<file path="config.mk">
export PLATFORM = sky130hd
export DESIGN_NAME = periph_resp_tracker
export DESIGN_NICKNAME = d
export VERILOG_FILES = /design/src/rtl/periph_resp_tracker.sv
export SDC_FILE = /design/constraint.sdc
export NUM_CORES = 1
export LEC_CHECK = 0
export ABC_AREA = 1
export BUFFER_PORTS_ARGS = -buffer_cell sky130_fd_sc_hd__buf_4
export CAP_MARGIN = 10
export CORE_MARGIN = 4
export CORE_UTILIZATION = 45
export CTS_CLUSTER_DIAMETER = 60
export DETAILED_ROUTE_END_ITERATION = 6
export GPL_TIMING_DRIVEN = 0
export PLACE_DENSITY = 0.86
export REMOVE_ABC_BUFFERS = 1
export SETUP_SLACK_MARGIN = 0.15
export SLEW_MARGIN = 40
export SYNTH_ARGS = -nofsm -noshare
export SYNTH_HDL_FRONTEND = slang
export SYNTH_SLANG_ARGS = --single-unit
</file>
<file path="constraint.sdc">
create_clock -name clk_i -period 2.35 [get_ports clk_i]
set_input_delay 0.47 -clock clk_i [delete_from_list [all_inputs] [get_ports clk_i]]
set_output_delay 0.47 -clock clk_i [all_outputs]
set_load 0.05 [all_outputs]
</file>
<file path="src/rtl/periph_resp_tracker.sv">
// In-order response tracker between a crossbar speriph port and one slave peripheral.
// Optional watchdog timeout enabled by defining PERIPH_RESP_TRACKER_TIMEOUT_EN.
module periph_resp_tracker #(
    parameter int unsigned ADDR_WIDTH      = 32,
    parameter int unsigned DATA_WIDTH      = 32,
    parameter int unsigned BE_WIDTH        = 4,
    parameter int unsigned ID_WIDTH        = 9,
    parameter int unsigned MAX_OUTSTANDING = 4,
    parameter int unsigned TIMEOUT_CYCLES  = 256
) (
    input  logic                                 clk_i,
    input  logic                                 rst_i,
    input  logic                                 req_i,
    input  logic [ADDR_WIDTH-1:0]                add_i,
    input  logic                                 wen_i,
    input  logic [DATA_WIDTH-1:0]                wdata_i,
    input  logic [BE_WIDTH-1:0]                  be_i,
    input  logic [ID_WIDTH-1:0]                  id_i,
    output logic                                 gnt_o,
    output logic                                 r_valid_o,
    output logic [DATA_WIDTH-1:0]                r_rdata_o,
    output logic                                 r_opc_o,
    output logic [ID_WIDTH-1:0]                  r_id_o,
    output logic                                 p_req_o,
    output logic [ADDR_WIDTH-1:0]                p_add_o,
    output logic                                 p_wen_o,
    output logic [DATA_WIDTH-1:0]                p_wdata_o,
    output logic [BE_WIDTH-1:0]                  p_be_o,
    input  logic                                 p_gnt_i,
    input  logic                                 p_rvalid_i,
    input  logic [DATA_WIDTH-1:0]                p_rdata_i,
    input  logic                                 p_err_i,
    output logic [$clog2(MAX_OUTSTANDING):0]     outstanding_o,
    output logic                                 spurious_o
);

    localparam int unsigned PTR_W = $clog2(MAX_OUTSTANDING);
    localparam int unsigned CNT_W = PTR_W + 1;

    logic [ID_WIDTH-1:0]   r_fifo [MAX_OUTSTANDING];
    logic [PTR_W-1:0]      r_wptr;
    logic [PTR_W-1:0]      r_rptr;
    logic [CNT_W-1:0]      r_count;
    logic                  r_rvalid;
    logic [DATA_WIDTH-1:0] r_rdata;
    logic                  r_opc;
    logic [ID_WIDTH-1:0]   r_id;
    logic                  r_spurious;

    logic                  w_full;
    logic                  w_empty;
    logic                  w_push;
    logic                  w_pop;
    logic                  w_spur;
    logic [DATA_WIDTH-1:0] w_rdata;
    logic                  w_opc;

    // Full/empty come from the registered count only: no p_rvalid_i -> gnt_o path.
    assign w_full  = (r_count == CNT_W'(MAX_OUTSTANDING));
    assign w_empty = (r_count == '0);

    assign p_req_o   = req_i & ~w_full;
    assign gnt_o     = p_gnt_i & ~w_full;
    assign p_add_o   = add_i;
    assign p_wen_o   = wen_i;
    assign p_wdata_o = wdata_i;
    assign p_be_o    = be_i;
    assign w_push    = req_i & gnt_o;

`ifdef PERIPH_RESP_TRACKER_TIMEOUT_EN
    localparam int unsigned AGE_W = $clog2(TIMEOUT_CYCLES) + 1;

    logic [AGE_W-1:0] r_age;
    logic [CNT_W-1:0] r_drop;
    logic             w_drop_hit;
    logic             w_rsp;
    logic             w_tmo;

    // Late responses for timed-out heads arrive first (in-order) and are swallowed.
    assign w_drop_hit = p_rvalid_i & (r_drop != '0);
    assign w_rsp      = p_rvalid_i & ~w_drop_hit & ~w_empty;
    assign w_tmo      = ~w_empty & ~w_rsp & (r_age == AGE_W'(TIMEOUT_CYCLES - 1));
    assign w_pop      = w_rsp | w_tmo;
    assign w_spur     = p_rvalid_i & ~w_drop_hit & w_empty;
    assign w_rdata    = w_tmo ? DATA_WIDTH'(32'hBADACCE5) : p_rdata_i;
    assign w_opc      = w_tmo | p_err_i;

    always_ff @(posedge clk_i or posedge rst_i) begin
        if (rst_i) begin
            r_age  <= '0;
            r_drop <= '0;
        end else begin
            r_age  <= (w_pop | w_empty) ? '0 : r_age + AGE_W'(1);
            r_drop <= r_drop + CNT_W'(w_tmo) - CNT_W'(w_drop_hit);
        end
    end
`else
    logic [31:0] w_unused_tmo;

    assign w_unused_tmo = TIMEOUT_CYCLES;
    assign w_pop        = p_rvalid_i & ~w_empty;
    assign w_spur       = p_rvalid_i & w_empty;
    assign w_rdata      = p_rdata_i;
    assign w_opc        = p_err_i;
`endif

    always_ff @(posedge clk_i) begin
        if (w_push) begin
            r_fifo[r_wptr] <= id_i;
        end
    end

    always_ff @(posedge clk_i or posedge rst_i) begin
        if (rst_i) begin
            r_wptr     <= '0;
            r_rptr     <= '0;
            r_count    <= '0;
            r_rvalid   <= 1'b0;
            r_rdata    <= '0;
            r_opc      <= 1'b0;
            r_id       <= '0;
            r_spurious <= 1'b0;
        end else begin
            if (w_push) begin
                r_wptr <= r_wptr + PTR_W'(1);
            end
            if (w_pop) begin
                r_rptr  <= r_rptr + PTR_W'(1);
                r_id    <= r_fifo[r_rptr];
                r_rdata <= w_rdata;
                r_opc   <= w_opc;
            end
            r_rvalid <= w_pop;
            r_count  <= r_count + CNT_W'(w_push) - CNT_W'(w_pop);
            if (w_spur) begin
                r_spurious <= 1'b1;
            end
        end
    end

    assign r_valid_o     = r_rvalid;
    assign r_rdata_o     = r_rdata;
    assign r_opc_o       = r_opc;
    assign r_id_o        = r_id;
    assign outstanding_o = r_count;
    assign spurious_o    = r_spurious;

endmodule

</file>
==> impl_metrics.toml <==
[sta]
grt_setup_unrepaired = "no"
clock-skew-final_ns = 0.00938
hold_ws_ns = 0.0869
fmax_mhz = 478
post-route-period-util_pct = 89.0
timing.final.crit_period_ns = 2.09
max_slew.worst_pin.slew_ns = 0.674
finalSetupViolations = 0
max_slew_margin_pct = 55.1
drv_slew = 0
hold_violations = 0

[drt]
antenna_violating_nets_post_route = 0
post-route-drc-count = 0
wl_per_cell_um = 19.4
dr.first_iter.drc_count = 197
route.vias.total = 2826
totalWireLength_um = 11300
number_of_detailed_route_iterations_in_the_first_pass = 4
viasPerCell = 4.85

[synthesis]
postSynth.topFlopCell = "sky130_fd_sc_hd__dfrtp_1"
synth_enable_flop_cells = 36
synth-adder-area-share_pct = 2.27
postSynthCellCount = 438
synth_compound_area_share_pct = 0.686
async_reset_ff_share_pct = 58.6
synth.top_cells.by_count = "sky130_fd_sc_hd__nand2_1 (168), sky130_fd_sc_hd__buf_4 (72), sky130_fd_sc_hd__dfrtp_1 (51), sky130_fd_sc_hd__inv_1 (46), sky130_fd_sc_hd__edfxtp_1 (36)"
dominant_cell_type_by_area_after_synthesis = "sky130_fd_sc_hd__dfrtp_1"
syn_area_per_cell_um2 = 9.57
synth_xor_area_share_pct = 0.836
yosys_warnings = 0
yosys.cell_count.top_type = "sky130_fd_sc_hd__nand2_1"
synthDistinctLibCells = 26
post-synth-top-area-fraction_pct = 30.4
synthMuxAreaShare_pct = 0
synth_top_family_by_area = "simple AND/OR/NAND/NOR gates"
mappedNetlistArea_mm2 = 0.00419
synth-seq-area-share_pct = 56.2
synth-seq-cells = 87
post_synth_and_or_nand_nor_area_fraction_pct = 20.3
synth.area.top_cells = "sky130_fd_sc_hd__dfrtp_1 (30%), sky130_fd_sc_hd__edfxtp_1 (26%), sky130_fd_sc_hd__nand2_1 (15%), sky130_fd_sc_hd__buf_4 (13%), sky130_fd_sc_hd__inv_1 (4.1%)"

[critical_path]
cp_slowest_cell = "sky130_fd_sc_hd__dfrtp_2"
required_ns = 2.57
critical_path_peak_fanout = 44
path_buf_inv = 2
critPathMaxStageDelay_ns = 0.46
timing.reg2reg.worst_path_depth = 9
cp_common_cell = "sky130_fd_sc_hd__ha_1"
worstPathCellList = "nor2_4, nand2_4, nand2_8, inv_8, ha_1, inv_1, ha_1, fa_1, xor2_1"
path_class = "reg2reg"
critical_path.startpoint_type = "flop"
cell_class_contributing_the_biggest_share_of_worst_path_delay = "adder cells"
critical_path.reg2reg.endpoint = "outstanding_o[2]"
worstSetupEndpointType = "flop"
regToRegStartpoint = "outstanding_o[1]"
worst_reg_to_reg_setup_slack_ns = 0.26
worst_ep_arrival_time_ns = 2.32

[power_and_ir_drop]
switching_power_uw = 2840
power_leakage_uw = 0.00245
seqPwrFrac_pct = 36.1
power.switching_fraction_pct = 44.8
total_power_divided_by_cell_area_mw_per_mm2 = 1340
power_frac_clock_pct = 18.9
share_comb_of_total_power_pct = 45.0
power.ir.vdd_worst_mv = 0.842
cell_internal_pwr_uw = 3500

[final_layout]
areaGrowthSynthToFinish_pct = 13.3
num-fill-cells = 760
area_of_all_placed_cells_without_fillers_mm2 = 0.00475
final_net_count = 593
num_antenna_cells = 0
drive_above_1_share_pct = 29.9
utilization_pct = 53.4

[grt]
grt-ovfl-total = 0
grt_antenna_before_repair = 0
grt_pass1_wl_um = 16700
grt_use_total_pct = 20.4
grt_start_max_net_pins = 45
first_global_vias = 2787

[placed_design]
placedInstanceArea_mm2 = 0.00443
dp_hpwl_um = 8100
gp_congestion = 0.759
buffer_ports.inserted = 95

[run_status]
status = "completed"

[clocking]
ctsRootBufferMaster = "sky130_fd_sc_hd__clkbuf_8"
cts_buffers = 9
clock_transition_at_path_regs_ns = 0.09
number_of_buffers_on_the_longest_clock_path = 2
clock_latency_ns = 0.34
tritoncts = "yes"
cts.sinks = 87
ctsHtreeMaxLevel = 3

[floorplanning]
die_width_um = 105
floorplan.initialDensity_pct = 47.2
core.rowCount = 34
die-area_mm2 = 0.0109
floorplan.core_area_mm2 = 0.00889
die_h_um = 105
io_pins = 234

[worst_hold_path]
hp-class = "in2async"

[job]
max_cap_viol_count = 0
[area by class of cell]
cell class                 count  area, um^2  area share, %
sequential                    87        2360           49.6
tap                          108         135           2.84
inverter                      50         198           4.16
clock inverter                 6        90.1           1.90
multi-input combinational    222        1060           22.3
timing repair buffer         100         763           16.1
clock buffer                  10         149           3.13
[sequential cells by signal (all words and copies together), names as in the netlist, 2 cells and up]
register       count
r_rdata_o         32
r_wptr             2
r_id_o             9
outstanding_o      3
r_rptr             2
r_fifo            36
[cell families (layout without fill, tap and decap cells)]
group,count (synthesis),in the layout
and+or+nand+nor,205,207
adders and majority gates,7,7
AOI/OAI and AO/OA,4,4
xor gates and xnor gates,4,4
buffers and inverters,131,166
DFF,87,87
[per-layer routing]
layer | up-vias | track usage [%] | wire [um]
met5 | - | 0 | 0
met4 | 0 | 5.22 | 127
met3 | 11 | 15.1 | 1780
met2 | 194 | 32.6 | 5530
met1 | 1290 | 21.4 | 3860
li1 | 1331 | - | -
[per-stage QoR]
stage / total power [uW] / setup TNS, ns / setup WS (ns) / instances
final: 6340 / 0 / 0.258 / 583
after detailed placement: 5070 / -0.0771 / -0.0771 / 561
after global placement: 4980 / -0.0351 / -0.0351 / 560
after global routing: 6730 / 0 / 0.139 / 583
after CTS: 6330 / 0 / 0.166 / 580
after floorplan: 4180 / -0.194 / -0.0688 / 357
[worst max-delay path by stage]
stage	start	endpoint	slack, ns	depth (start not counted)
after CTS	outstanding_o[0]	outstanding_o[2]	0.17	9
after global placement	outstanding_o[1]	outstanding_o[2]	-0.04	9
after floorplan	outstanding_o[1]	gnt_o	-0.07	2
after detailed placement	outstanding_o[1]	outstanding_o[2]	-0.08	9
after global routing	outstanding_o[1]	outstanding_o[2]	0.14	9
final	outstanding_o[1]	outstanding_o[2]	0.26	9
[placed cells by master (no fill, tap or decap), types with 2 or more instances in the layout]
master                      synthesis  final
sky130_fd_sc_hd__bufinv_16          0      2
sky130_fd_sc_hd__edfxtp_1          36     36
sky130_fd_sc_hd__ha_1               6      6
sky130_fd_sc_hd__xnor2_1            2      2
sky130_fd_sc_hd__nor2_2             0      4
sky130_fd_sc_hd__nand2_4            1      3
sky130_fd_sc_hd__clkbuf_8           0      9
sky130_fd_sc_hd__nand2_2            9     10
sky130_fd_sc_hd__buf_4             72     99
sky130_fd_sc_hd__nand3_1           19     18
sky130_fd_sc_hd__dfrtp_1           51     50
sky130_fd_sc_hd__xor2_1             2      2
sky130_fd_sc_hd__a21boi_0           2      2
sky130_fd_sc_hd__nand4_1            2      2
sky130_fd_sc_hd__nand2_1          168    167
sky130_fd_sc_hd__inv_1             46     45
sky130_fd_sc_hd__inv_2              2      2
[repair_timing]
item                       CTS  global route
cloned                       2             0
resized for setup            2             3
hold buffers                 0             0
pin swaps                    2             2
setup endpoints to repair    2             1
setup buffers                1             3
[power by group through the flow]
stage	Clock [uW]	Sequential [uW]	Combinational, uW
floorplan	0	3320	860
finish	1200	2290	2850
detailed placement	0	2310	2760
global route	1300	2350	3080
CTS	1220	2290	2820
global placement	0	2300	2680
Power figures use the tool's default switching activity.
